File: src/rtl/blwl_config_pkg.sv
// Shared types and helpers for the bit-line/word-line configuration controller.
// Optional feature macro: BLWL_SETUP_GUARD_EN (adds a one-cycle BL setup state before WL rises).
package blwl_config_pkg;

   typedef enum logic [2:0] {
      StIdle,
      StLoad,
      StSetup,
      StPulse,
      StHold,
      StFinish
   } state_e;

   // Counter width for a count range of n values; never narrower than one bit.
   function automatic int unsigned clog2_min1(input int unsigned n);
      int unsigned w;
      w = $clog2(n);
      return (w == 0) ? 1 : w;
   endfunction

endpackage

File: src/rtl/blwl_config_ctrl_if.sv
// Serial bitstream valid/ready channel feeding the configuration controller.
interface blwl_config_ctrl_if;

   logic DIN;
   logic DIN_VALID;
   logic DIN_READY;

   modport master (
      output DIN,
      output DIN_VALID,
      input  DIN_READY
   );

   modport slave (
      input  DIN,
      input  DIN_VALID,
      output DIN_READY
   );

endinterface

File: src/rtl/bl_row_shifter.sv
// Assembles one row of bit-line data; bit 0 of the row is the first bit received.
module bl_row_shifter
   import blwl_config_pkg::*;
#(
   parameter int unsigned NUM_BL = 8
) (
   input  logic              clk_i,
   input  logic              rst_ni,
   input  logic              clear_i,
   input  logic              beat_i,
   input  logic              din_i,
   output logic [0:NUM_BL-1] bl_o,
   output logic              last_bit_o
);

   localparam int unsigned BitW = clog2_min1(NUM_BL);

   logic [0:NUM_BL-1] bl_q, bl_d;
   logic [BitW-1:0]   bitcnt_q, bitcnt_d;

   assign last_bit_o = (bitcnt_q == BitW'(NUM_BL - 1));
   assign bl_o       = bl_q;

   // Next-state: write the accepted bit at the current position, wrap the counter after the last.
   always_comb begin
      bl_d     = bl_q;
      bitcnt_d = bitcnt_q;
      if (clear_i) begin
         bitcnt_d = '0;
      end else if (beat_i) begin
         bl_d[bitcnt_q] = din_i;
         bitcnt_d       = last_bit_o ? '0 : bitcnt_q + BitW'(1);
      end
   end

   // Row register and bit counter; BL is only cleared by reset so it holds across IDLE.
   always_ff @(posedge clk_i) begin
      if (!rst_ni) begin
         bl_q     <= '0;
         bitcnt_q <= '0;
      end else begin
         bl_q     <= bl_d;
         bitcnt_q <= bitcnt_d;
      end
   end

endmodule

File: src/rtl/blwl_config_ctrl.sv
// Configuration SRAM programming controller: loads a row of BL data from a serial stream,
// pulses that row's word line, and walks all rows once per START.
// Optional feature macro: BLWL_SETUP_GUARD_EN (one SETUP cycle between LOAD and PULSE).
module blwl_config_ctrl
   import blwl_config_pkg::*;
#(
   parameter int unsigned NUM_BL   = 8,
   parameter int unsigned NUM_WL   = 4,
   parameter int unsigned WL_PULSE = 2
) (
   input  logic              CLK,
   input  logic              RSTN,
   input  logic              START,
   blwl_config_ctrl_if.slave din_if,
   output logic [0:NUM_BL-1] BL,
   output logic [0:NUM_WL-1] WL,
   output logic              BUSY,
   output logic              DONE
);

   localparam int unsigned RowW   = clog2_min1(NUM_WL);
   localparam int unsigned PulseW = clog2_min1(WL_PULSE + 1);

   state_e              state_q, state_d;
   logic [RowW-1:0]     row_q, row_d;
   logic [PulseW-1:0]   pulse_q, pulse_d;
   logic [0:NUM_WL-1]   wl_q, wl_d;
   logic                ready_q, busy_q, done_q;
   logic                clear;
   logic                beat;
   logic                last_bit;

   bl_row_shifter #(
      .NUM_BL (NUM_BL)
   ) u_bl_row_shifter (
      .clk_i      (CLK),
      .rst_ni     (RSTN),
      .clear_i    (clear),
      .beat_i     (beat),
      .din_i      (din_if.DIN),
      .bl_o       (BL),
      .last_bit_o (last_bit)
   );

   // A beat is consumed only in LOAD, where the registered READY is high.
   assign beat = (state_q == StLoad) && din_if.DIN_VALID;

   // Next-state logic: sequencing, row counter and pulse-width counter.
   always_comb begin
      state_d = state_q;
      row_d   = row_q;
      pulse_d = '0;
      clear   = 1'b0;
      unique case (state_q)
         StIdle: begin
            if (START) begin
               row_d   = '0;
               clear   = 1'b1;
               state_d = StLoad;
            end
         end
         StLoad: begin
            if (beat && last_bit) begin
`ifdef BLWL_SETUP_GUARD_EN
               state_d = StSetup;
`else
               state_d = StPulse;
`endif
            end
         end
         StSetup: begin
            state_d = StPulse;
         end
         StPulse: begin
            if (pulse_q == PulseW'(WL_PULSE - 1)) begin
               state_d = StHold;
            end else begin
               pulse_d = pulse_q + PulseW'(1);
            end
         end
         StHold: begin
            if (row_q == RowW'(NUM_WL - 1)) begin
               state_d = StFinish;
            end else begin
               row_d   = row_q + RowW'(1);
               state_d = StLoad;
            end
         end
         StFinish: begin
            state_d = StIdle;
         end
         default: begin
            state_d = StIdle;
         end
      endcase
   end

   // Output decode from the next state so every output is a plain register.
   always_comb begin
      wl_d = '0;
      if (state_d == StPulse) begin
         wl_d[row_d] = 1'b1;
      end
   end

   // State, counters and registered outputs; reset drops WL in the same edge.
   always_ff @(posedge CLK) begin
      if (!RSTN) begin
         state_q <= StIdle;
         row_q   <= '0;
         pulse_q <= '0;
         wl_q    <= '0;
         ready_q <= 1'b0;
         busy_q  <= 1'b0;
         done_q  <= 1'b0;
      end else begin
         state_q <= state_d;
         row_q   <= row_d;
         pulse_q <= pulse_d;
         wl_q    <= wl_d;
         ready_q <= (state_d == StLoad);
         busy_q  <= (state_d != StIdle);
         done_q  <= (state_d == StFinish);
      end
   end

   assign WL               = wl_q;
   assign BUSY             = busy_q;
   assign DONE             = done_q;
   assign din_if.DIN_READY = ready_q;

endmodule
File: src/flat_wrapper.sv
// flat-port wrapper written by rule: the top's interface ports become plain ports
module blwl_config_ctrl_flat import blwl_config_pkg::*;
#(
   parameter int unsigned NUM_BL   = 8,
   parameter int unsigned NUM_WL   = 4,
   parameter int unsigned WL_PULSE = 2
)
  (CLK, RSTN, START, BL, WL, BUSY, DONE, din_if_DIN, din_if_DIN_VALID, din_if_DIN_READY);
  blwl_config_ctrl_if din_if_i ();
  input  logic CLK;
  input  logic RSTN;
  input  logic START;
  output logic [0:NUM_BL-1] BL;
  output logic [0:NUM_WL-1] WL;
  output logic BUSY;
  output logic DONE;
  input wire logic [$bits(din_if_i.DIN)-1:0] din_if_DIN;
  input wire logic [$bits(din_if_i.DIN_VALID)-1:0] din_if_DIN_VALID;
  output wire logic [$bits(din_if_i.DIN_READY)-1:0] din_if_DIN_READY;
  assign din_if_i.DIN = din_if_DIN;
  assign din_if_i.DIN_VALID = din_if_DIN_VALID;
  assign din_if_DIN_READY = din_if_i.DIN_READY;
  blwl_config_ctrl #(.NUM_BL(NUM_BL), .NUM_WL(NUM_WL), .WL_PULSE(WL_PULSE)) u_core (.CLK(CLK), .RSTN(RSTN), .START(START), .din_if(din_if_i), .BL(BL), .WL(WL), .BUSY(BUSY), .DONE(DONE));
endmodule
File: config.mk
export PLATFORM = sky130hd
export DESIGN_NAME = blwl_config_ctrl_flat
export DESIGN_NICKNAME = d
export VERILOG_FILES = /design/src/rtl/blwl_config_pkg.sv /design/src/rtl/blwl_config_ctrl_if.sv /design/src/rtl/bl_row_shifter.sv /design/src/rtl/blwl_config_ctrl.sv /design/src/flat_wrapper.sv
export SDC_FILE = /design/constraint.sdc
export NUM_CORES = 1
export LEC_CHECK = 0
export ABC_AREA = 0
export BUFFER_PORTS_ARGS = -buffer_cell sky130_fd_sc_hd__buf_4
export CAP_MARGIN = 20
export CORE_AREA = 8 8 74 76
export CTS_CLUSTER_DIAMETER = 100
export DETAILED_ROUTE_END_ITERATION = 10
export DIE_AREA = 0 0 82 84
export PLACE_DENSITY_LB_ADDON = 0.3
export SLEW_MARGIN = 25
export SYNTH_ARGS = -nofsm -noshare
export SYNTH_HDL_FRONTEND = slang
export SYNTH_SLANG_ARGS = --single-unit
export TNS_END_PERCENT = 100
File: constraint.sdc
create_clock -name CLK -period 2.72 [get_ports CLK]
set_clock_uncertainty 0.2 [all_clocks]
set_input_delay 0.272 -clock CLK [delete_from_list [all_inputs] [get_ports CLK]]
set_output_delay 0.272 -clock CLK [all_outputs]
set_load 0.02 [all_outputs]
==> flow_summary_export.csv, run 1 <==
group,metric,value,unit
logic_synthesis,ys.warnings.count,0,
worst_setup_path,startpoint,"u_core.u_bl_row_shifter.bitcnt_q[1]",
global_route,grt_pass1_vias,873,
min_path,hp-start,"RSTN",
worst_setup_path,crit_chain,"ha_1, ha_1, and3_1, o21ai_1, or4_1, nor2_1",
sta,setup_violations,0,
worst_setup_path,critPathKind,"flip-flop to flip-flop",
logic_synthesis,ys_types,33,
sta,setup_ws,596.1,ps
cts,hold_buffers,0,
logic_synthesis,synthTopCellsByCount,"dfxtp_1, nor2_1, nand2_1",
sta,rsz0062_at_grt,"false",
cts,post_cts_resized,0,
sta,finalHoldViolations,0,
logic_synthesis,yosysMostFrequentCell,"dfxtp_1",
sta,layout_min_cycle_time,2124,ps
cts,cts_tree,"done",
logic_synthesis,synth-edff-count,0,
worst_setup_path,path_max_fanout,12,
pwr,p_sw,145.3,uW
place,port_buffers,19,
logic_synthesis,synth_top_area_share,47.62,%
logic_synthesis,synthAdderAreaFrac,3.571,%
cts,cts-buffers-inserted,3,
routing,first_pass_iters,4,
pwr,total_power,634.7,uW
worst_setup_path,crit_path_top_delay_cell,"dfxtp_1",
logic_synthesis,synthFlopType,"dfxtp_1",
logic_synthesis,synthArstFlopShare,0,%
floorplan,num_rows,24,
cts,cts-root-buf,"clkbuf_8",
place,dp_slack,626.2,ps
floorplan,die_x,82,um
finish,fin_area,0.001290,mm^2
sta,worst_slew_pin_slew,496.2,ps
routing,dr.first_iter.drc_count,29,
finish,antenna_cells,0,
cts,clock-sinks,25,
global_route,gr-total-overflow,0,
sta,finalCritPeriodShare,78.08,%
logic_synthesis,yosys-mux-area-fraction,7.619,%
finish,final_core_util,30.25,%
place,placed_area,0.001244,mm^2
logic_synthesis,synth_xor_area_share,0,%
sta,tns,0,ps
global_route,antenna_found_initial,0,
logic_synthesis,synth_top_area_cell,"dfxtp_1",
routing,drc,0,
logic_synthesis,netlist_top_cells_area,"dfxtp_1, mux2i_1, nor2_1",
pwr,power.density,492.0,mW/mm^2
pwr,p_leak,0.5127,nW
finish,final_layout_size_suffix_gt1_share,25.60,%
global_route,grt_util_all_layers,7.181,%
logic_synthesis,synth_compound_area_share,12.38,%
floorplan,io_pins,20,
place,routabilityCongestion,0.7623,
logic_synthesis,postSynthAreaPerCell,9.915,um^2
sta,slew_headroom,66.47,%
pwr,p_comb_share,6.4,%
routing,wl,2.223,mm
worst_setup_path,critical_path.max_stage_delay,610,ps
flow_run,cap_viol_max_count,0,
worst_setup_path,cp-start-kind,"flip-flop",
logic_synthesis,syn_nets,114,
status,status,"finished, final reports clean",
cts,clock_latency,270,ps
floorplan,coreArea,0.004264,mm^2
global_route,grt_first_pass_wirelength,4.029,mm
routing,avgRoutedWirePerCell,12.56,um
global_route,grt_max_degree,15,
floorplan,design.die.area,0.006888,mm^2
routing,via_per_inst,4.746,
pwr,ir_drop,0.0002292,V
logic_synthesis,syn_area,0.001051,mm^2
logic_synthesis,yosysSeqAreaShare,47.62,%
floorplan,start_util,24.65,%
pwr,p_int,489.4,uW
floorplan,fp.dieH,84,um
worst_setup_path,rr_startpoint,"u_core.u_bl_row_shifter.bitcnt_q[1]",
routing,vias,840,
worst_setup_path,required,2730,ps
cts,clk_pin_slew_worst_paths,90,ps
worst_setup_path,cp_common_cell,"ha_1",
min_path,hp-class,"input pin to flip-flop",
place,dpl.hpwl,1.593,mm
cts,postCtsSetupRepairBufs,0,
logic_synthesis,synth_seq_cells,25,
sta,fmax,0.4708,GHz
pwr,clkPwrFrac,34.5,%
cts,htree_levels,1,
pwr,switching_share,22.89,%
worst_setup_path,cp.arrival,2130,ps
worst_setup_path,endpoint_kind,"flip-flop",
finish,layout.cells.non_filler,177,
logic_synthesis,synth-simple-area-share,25.60,%
finish,syn_to_final_growth,22.74,%
routing,ant_nets,0,
cts,cts.path.max_buffers,2,
logic_synthesis,synthCells,106,
place,place_inst,173,
sta,holdWs,147.8,ps
pwr,seqPwrFrac,59.1,%
sta,slew_violations,0,
logic_synthesis,synth_top_family_by_area,"simple AND/OR/NAND/NOR gates",
finish,layout.nets,134,
==> critical path: cells and delay by family (launching register included) <==
family	cells	cell delay (ps)
AOI/OAI and AO/OA	1	100
adders and majority gates	2	380
DFF	1	610
and+or+nand+nor	3	770
==> metal layers <==
metal | GRT usage (%) | vias up | share of wire [%] | wire, um
li1 | - | 420 | - | -
met1 | 8.060 | 394 | 45 | 991
met2 | 11.49 | 24 | 46 | 1031
met3 | 3.772 | 2 | 8.6 | 192
met4 | 1.757 | 0 | 0.36 | 8
met5 | 0 | - | 0 | 0
==> cells in the final DEF, fill, tap and decap left out, types with 2 or more instances in the layout <==
master / count
nor4bb_1: 2
nor2_1: 15
nand2b_1: 2
o31ai_1: 2
nand3_1: 4
o21ai_1: 4
dfxtp_1: 25
inv_1: 2
ha_1: 3
nand2_1: 9
nor4_1: 2
and3_1: 2
mux2i_1: 8
nor3b_2: 4
buf_4: 20
clkbuf_8: 3
==> cells by family after synthesis <==
| kind of cell | after synthesis |
|---|---|
| and+or+nand+nor | 46 |
| DFF | 25 |
| adders and majority gates | 3 |
| AOI/OAI and AO/OA | 16 |
| muxes | 8 |
| buffers and inverters | 8 |
==> power by group through the flow <==
stage	Combinational [mW]	Sequential (mW)	Clock, mW
after floorplan	0.0227	0.386	0
after global placement	0.0408	0.384	0
after detailed placement	0.0411	0.384	0
after CTS	0.0415	0.375	0.230
after global routing	0.0452	0.376	0.248
final	0.0408	0.375	0.219
==> final timing paths <==
path                                          end  slack [ps]  depth (start not counted)
setup / recovery                     u_core.WL[3]         600                          6
hold / removal    u_core.u_bl_row_shifter.bl_o[5]         150                          3
setup reg to reg                     u_core.WL[3]         600                          6
hold reg to reg                 u_core.pulse_q[0]         230                          1
==> flip-flops by register name (all words and copies together), names as in the netlist <==
| name | flops |
|---|---|
| u_core.u_bl_row_shifter.bl_o | 8 |
| u_core.WL | 4 |
| u_core.state_q | 3 |
| u_core.u_bl_row_shifter.bitcnt_q | 3 |
| u_core.pulse_q | 2 |
| u_core.row_q | 2 |
| u_core.BUSY | 1 |
| u_core.DONE | 1 |
| u_core.din_if.DIN_READY | 1 |
==> cell type report <==
class / instances / area (um^2)
Sequential cell: 25 / 500.5
Multi-Input combinational cell: 73 / 516.7
Inverter: 3 / 11.26
Tap cell: 52 / 65.06
Clock buffer: 3 / 41.29
Timing Repair Buffer: 20 / 150.1
Fill cell: 458 / 2974
Clock inverter: 1 / 5.005
Power figures use the tool's default switching activity.
==> run 2: changes to the inputs <==
--- a/config.mk
+++ b/config.mk
@@ -5,13 +5,13 @@
 export SDC_FILE = /design/constraint.sdc
 export NUM_CORES = 1
 export LEC_CHECK = 0
-export ABC_AREA = 0
+export ABC_AREA = 1
 export BUFFER_PORTS_ARGS = -buffer_cell sky130_fd_sc_hd__buf_4
 export CAP_MARGIN = 20
-export CORE_AREA = 8 8 74 76
+export CORE_AREA = 8 8 77 79
 export CTS_CLUSTER_DIAMETER = 100
 export DETAILED_ROUTE_END_ITERATION = 10
-export DIE_AREA = 0 0 82 84
+export DIE_AREA = 0 0 85 87
 export PLACE_DENSITY_LB_ADDON = 0.3
 export SLEW_MARGIN = 25
 export SYNTH_ARGS = -nofsm -noshare
==> constraint.sdc (replaced) <==
create_clock -name CLK -period 1.7 [get_ports CLK]
set_clock_uncertainty 0.2 [all_clocks]
set_input_delay 0.17 -clock CLK [delete_from_list [all_inputs] [get_ports CLK]]
set_output_delay 0.17 -clock CLK [all_outputs]
set_load 0.02 [all_outputs]
==> run 2 against run 1 <==
Against the previous run: critical path depth is the same; critical endpoint is now u_core.WL[2]; largest cell class unchanged; non-clock buffer count grew 2; total power grew 66%; register-to-register slack lost 300 ps; worst hold slack lost 89 ps; synthesized area grew 8.2%.
==> flow_summary_export.csv, run 2 <==
group,metric,value,unit
cts,hold_buffers,2,
pwr,p_leak,0.6288,nW
worst_setup_path,critical_path.max_stage_delay,430,ps
floorplan,num_rows,26,
cts,cts_tree,"done",
worst_setup_path,endpoint_kind,"flip-flop",
finish,final_common_cell,"nand2_1",
finish,final_layout_size_suffix_gt1_share,17.13,%
min_path,hp-class,"input pin to flip-flop",
cts,postCtsSetupRepairBufs,0,
global_route,met2_usage,11.72,%
logic_synthesis,synth_top_area_cell,"dfxtp_1",
global_route,grt_pass1_vias,933,
place,routabilityCongestion,0.7736,
pwr,p_comb_share,8.8,%
worst_setup_path,crit_path_top_delay_cell,"dfxtp_1",
pwr,total_power,1.051,mW
finish,antenna_cells,0,
sta,finalCritPeriodShare,82.81,%
pwr,switching_share,24.54,%
finish,final_cell_mix,"nand2_1, nor2_1, dfxtp_1",
global_route,gr-usage-met3,3.019,%
worst_setup_path,cp.arrival,1420,ps
finish,final_core_util,28.65,%
worst_setup_path,required,1710,ps
floorplan,fp.dieH,87,um
cts,htree_levels,1,
cts,cts.path.max_buffers,2,
cts,post_cts_resized,0,
worst_setup_path,crit_family,"flip-flops",
routing,ant_nets,0,
place,place_inst,231,
global_route,grt_util_met1,7.755,%
sta,tns,0,ps
pwr,ir_drop,0.0003133,V
routing,dr.first_iter.drc_count,46,
worst_setup_path,rrSetupSlack,290,ps
pwr,p_sw,257.9,uW
logic_synthesis,synth-edff-count,0,
sta,fmax,0.7103,GHz
cts,cts-root-buf,"clkbuf_8",
status,status,"finished, final reports clean",
routing,vias,1020,
logic_synthesis,yosysSeqAreaShare,44.00,%
pwr,clkPwrFrac,33.9,%
logic_synthesis,syn_nets,167,
worst_setup_path,crit_chain,"ha_1, ha_1, nand3_1, nand2_1, nand2_2, nor2_1",
sta,worst_slew_pin_slew,311.2,ps
cts,cts-buffers-inserted,3,
sta,setup_violations,0,
cts,clock-sinks,25,
pwr,p_int,793.2,uW
cts,clk_pin_slew_worst_paths,90,ps
worst_setup_path,cp-start-kind,"flip-flop",
finish,largest_reg_flops,8,
worst_setup_path,cp_common_cell,"ha_1",
finish,syn_to_final_growth,22.11,%
logic_synthesis,synthArstFlopShare,0,%
global_route,grt.busiest_layer,"met2",
cts,clock_latency,270,ps
logic_synthesis,synthCells,159,
worst_setup_path,path_max_fanout,6,
logic_synthesis,postSynthAreaPerCell,7.153,um^2
finish,layout.cells.non_filler,237,
floorplan,design.die.area,0.007395,mm^2
global_route,grt_max_degree,15,
logic_synthesis,synthFlopType,"dfxtp_1",
logic_synthesis,synthTopCellsByCount,"nand2_1, nor2_1, dfxtp_1",
routing,drc,0,
logic_synthesis,synth_seq_cells,25,
floorplan,coreArea,0.004847,mm^2
floorplan,start_util,23.46,%
place,dpl.hpwl,1.835,mm
sta,rsz0062_at_grt,"false",
sta,finalHoldViolations,0,
sta,slew_violations,0,
logic_synthesis,syn_area,0.001137,mm^2
logic_synthesis,ys_types,19,
global_route,antenna_found_initial,0,
worst_setup_path,crit_buf_inv,0,
place,port_buffers,19,
logic_synthesis,netlist_top_cells_area,"dfxtp_1, nand2_1, nor2_1",
routing,first_pass_iters,4,
global_route,grt_util_all_layers,6.950,%
global_route,gr-total-overflow,0,
flow_run,cap_viol_max_count,0,
routing,via_per_inst,4.304,
floorplan,die_x,85,um
pwr,power.density,756.8,mW/mm^2
worst_setup_path,critPathKind,"flip-flop to flip-flop",
pwr,seqPwrFrac,57.3,%
logic_synthesis,synth_top_area_share,44.00,%
logic_synthesis,yosysMostFrequentCell,"nand2_1",
global_route,grt_first_pass_wirelength,4.153,mm
logic_synthesis,ys.warnings.count,0,
sta,slew_headroom,79.23,%
routing,avgRoutedWirePerCell,10.37,um
sta,layout_min_cycle_time,1408,ps
finish,layout.nets,190,
routing,wl,2.458,mm
floorplan,io_pins,20,
run 2: stage by stage:
step / area, um^2 / setup slack, ps / hold WS (ps)
after CTS: 1389 / 278.5 / 52.85
after detailed placement: 1323 / 305.9 / 215.4
after global routing: 1389 / 142.9 / 98.04
final: 1389 / 292.2 / 59.21
after global placement: 1323 / 293.0 / 213.1
after floorplan: 1137 / 420.3 / 134.4
run 2: final cells by class:
cell class,count,area (um^2)
clock inverters,1,5.005
multi-input cells,115,545.5
flip-flops and latches,25,500.5
fillers,545,3458
repair buffers,22,170.2
well taps,56,70.07
inverters,15,56.30
clock buffers,3,41.29
run 2: metal layers:
metal	wire length (um)	vias up
li1	-	547
met1	1178	452
met5	0	-
met2	1109	19
met3	154	2
met4	17	0
run 2: cell families after synthesis:
logic type | after synthesis | synth area share, %
DFF | 25 | 44.00
adders and majority gates | 3 | 3.301
buffers and inverters | 19 | 8.030
AOI/OAI and AO/OA | 6 | 2.639
and+or+nand+nor | 106 | 42.02
run 2: final timing paths:
check	from	endpoint	cells past startpoint
worst max-delay path	u_core.u_bl_row_shifter.bitcnt_q[1]	u_core.WL[2]	6
worst min-delay path	din_if_DIN_VALID	u_core.din_if.DIN_READY	4
worst max register to register	u_core.u_bl_row_shifter.bitcnt_q[1]	u_core.WL[2]	6
worst min register to register	u_core.pulse_q[0]	u_core.pulse_q[0]	1
run 2: power by group through the flow:
stage / clock, mW / sequential (mW) / combinational, mW
final: 0.357 / 0.602 / 0.0925
after global routing: 0.402 / 0.603 / 0.103
after CTS: 0.376 / 0.602 / 0.0935
after detailed placement: 0 / 0.616 / 0.0896
after global placement: 0 / 0.616 / 0.0905
after floorplan: 0 / 0.622 / 0.0546
run 2: worst register-to-register path, delay by kind of cell, from the launching register on:
family | cells | cell delay, ps
AND/OR/NAND/NOR | 4 | 400
adder cells (fa/ha/maj) | 2 | 330
flip-flops | 1 | 430
==> run 3: changes to the inputs <==
==> constraint.sdc (replaced) <==
create_clock -name CLK -period 1.3 [get_ports CLK]
set_clock_uncertainty 0.2 [all_clocks]
set_input_delay 0.13 -clock CLK [delete_from_list [all_inputs] [get_ports CLK]]
set_output_delay 0.13 -clock CLK [all_outputs]
set_load 0.02 [all_outputs]
==> run 3 against run 2 <==
Against the previous run: the run now ends with setup timing left; first-iteration DRC count is 41% lower; routed wire length increased by 14%; sequential power increased by 31%; global-route usage increased by 0.60 points; die area did not move; worst hold slack worse by 32 ps; critical path depth is 1 higher; critical endpoint is now u_core.u_bl_row_shifter.bl_o[1].
==> flow_summary_export.csv, run 3 (synthesized netlist as in run 2, its figures left out) <==
group,metric,value,unit
status,status,"complete, but fails checks",
status,violations,"setup timing",
cts,clock-sinks,25,
worst_setup_path,rrSetupSlack,-20,ps
worst_setup_path,critPathKind,"flip-flop to flip-flop",
place,place_inst,242,
sta,layout_min_cycle_time,1322,ps
cts,htree_levels,1,
worst_setup_path,path_max_fanout,6,
sta,rsz0062_at_grt,"true",
pwr,p_comb_share,12.0,%
global_route,grt_first_pass_wirelength,4.560,mm
global_route,antenna_found_initial,0,
routing,via_per_inst,4.253,
floorplan,start_util,23.46,%
cts,cts-buffers-inserted,3,
routing,wl,2.790,mm
sta,finalCritPeriodShare,101.7,%
cts,cts.path.max_buffers,2,
pwr,p_int,1.069,mW
floorplan,design.die.area,0.007395,mm^2
finish,largest_reg_flops,8,
finish,final_cell_mix,"nand2_1, buf_4, nor2_1",
place,routabilityCongestion,0.7908,
routing,vias,1076,
global_route,grt_util_all_layers,7.549,%
global_route,grt_max_degree,16,
floorplan,num_rows,26,
sta,worst_slew_pin_slew,228.0,ps
sta,fmax,0.7565,GHz
floorplan,io_pins,20,
worst_setup_path,endpoint_kind,"flip-flop",
flow_run,cap_viol_max_count,0,
sta,finalHoldViolations,0,
worst_setup_path,required,1270,ps
cts,clock_latency,270,ps
worst_setup_path,crit_path_top_delay_cell,"dfxtp_2",
worst_setup_path,critical_path.max_stage_delay,340,ps
floorplan,die_x,85,um
pwr,switching_share,25.71,%
worst_setup_path,cp-start-kind,"flip-flop",
finish,final_core_util,34.33,%
pwr,seqPwrFrac,54.7,%
pwr,p_leak,0.7495,nW
sta,setup_violations,7,
place,dpl.hpwl,1.926,mm
finish,layout.cells.non_filler,253,
finish,final_layout_size_suffix_gt1_share,37.56,%
finish,multiInputGateArea,656.9,um^2
pwr,power.density,864.6,mW/mm^2
floorplan,fp.dieH,87,um
cts,clk_pin_slew_worst_paths,100,ps
pwr,p_sw,370.0,uW
min_path,hp-class,"input pin to flip-flop",
sta,setup_ws,-21.90,ps
worst_setup_path,crit_chain,"inv_4, nand3_4, nor2_4, clkbuf_16, nand3b_1, nand2_1, nor2_1",
routing,avgRoutedWirePerCell,11.03,um
pwr,clkPwrFrac,33.3,%
cts,cts-root-buf,"clkbuf_8",
place,port_buffers,19,
routing,dr.first_iter.drc_count,27,
floorplan,coreArea,0.004847,mm^2
place,dp_slack,-57.62,ps
finish,layout.nets,206,
finish,final_common_cell,"nand2_1",
pwr,ir_drop,0.0006209,V
finish,seq_area,514.2,um^2
routing,first_pass_iters,4,
finish,antenna_cells,0,
global_route,gr-total-overflow,0,
global_route,grt_pass1_vias,1055,
cts,cts_tree,"done",
sta,slew_violations,0,
routing,ant_nets,0,
finish,n_fill_cell,527,
finish,syn_to_final_growth,46.31,%
sta,slew_headroom,84.78,%
worst_setup_path,cp.arrival,1290,ps
sta,tns,-81.77,ps
routing,drc,0,
## run 3: final cells by class
class,instances,share of cell area [%]
Multi-Input combinational cell,116,39.47
Clock buffer,3,2.481
Sequential cell,25,30.90
Inverter,15,3.684
Timing Repair Buffer,37,18.80
Tap cell,56,4.211
Clock inverter,1,0.4511
## run 3: worst max-delay path: cells and delay by family, from the launching register on
family                 cells  cell delay (ps)
and+or+nand+nor            5              410
DFF                        1              340
buffers and inverters      2              270
## run 3: power by group through the flow
stage | Clock [mW] | Combinational (mW) | Sequential, mW
floorplan | 0 | 0.0714 | 0.814
global placement | 0 | 0.136 | 0.804
detailed placement | 0 | 0.136 | 0.804
CTS | 0.505 | 0.153 | 0.786
global route | 0.527 | 0.192 | 0.789
finish | 0.479 | 0.173 | 0.787
## run 3: path summary, 6_finish.rpt
path	startpoint	endpoint	cells after the start
hold reg to reg	u_core.u_bl_row_shifter.bl_o[6]	u_core.u_bl_row_shifter.bl_o[6]	2
setup reg to reg	u_core.state_q[2]	u_core.u_bl_row_shifter.bl_o[1]	7
setup / recovery	u_core.state_q[2]	u_core.u_bl_row_shifter.bl_o[1]	7
hold / removal	din_if_DIN_VALID	u_core.u_bl_row_shifter.bitcnt_q[1]	4
## run 3: timing repair
| item | CTS | global route |
|---|---|---|
| setup endpoints to repair | 18 | 22 |
| setup buffers | 3 | 0 |
| pin swaps | 3 | 19 |
| hold buffers | 2 | 0 |
| cloned | 0 | 2 |
| gates resized for setup | 16 | 23 |
| endpoints found under the hold margin | 12 | 0 |
## run 3: layer usage
layer	share of wire, %	vias up	track usage, %
li1	-	578	-
met1	46	479	7.932
met2	50	19	14.13
met3	4.3	0	2.925
met4	0	0	0.9709
met5	0	-	0
## run 3: per-stage QoR
step	power (mW)	hold slack, ps	area [um^2]
6_report	1.439	27.36	1664
3_3_place_gp	0.9397	246.0	1418
4_1_cts	1.444	10.12	1554
2_1_floorplan	0.8851	94.36	1137
3_5_place_dp	0.9401	245.5	1418
5_1_grt	1.509	45.62	1664
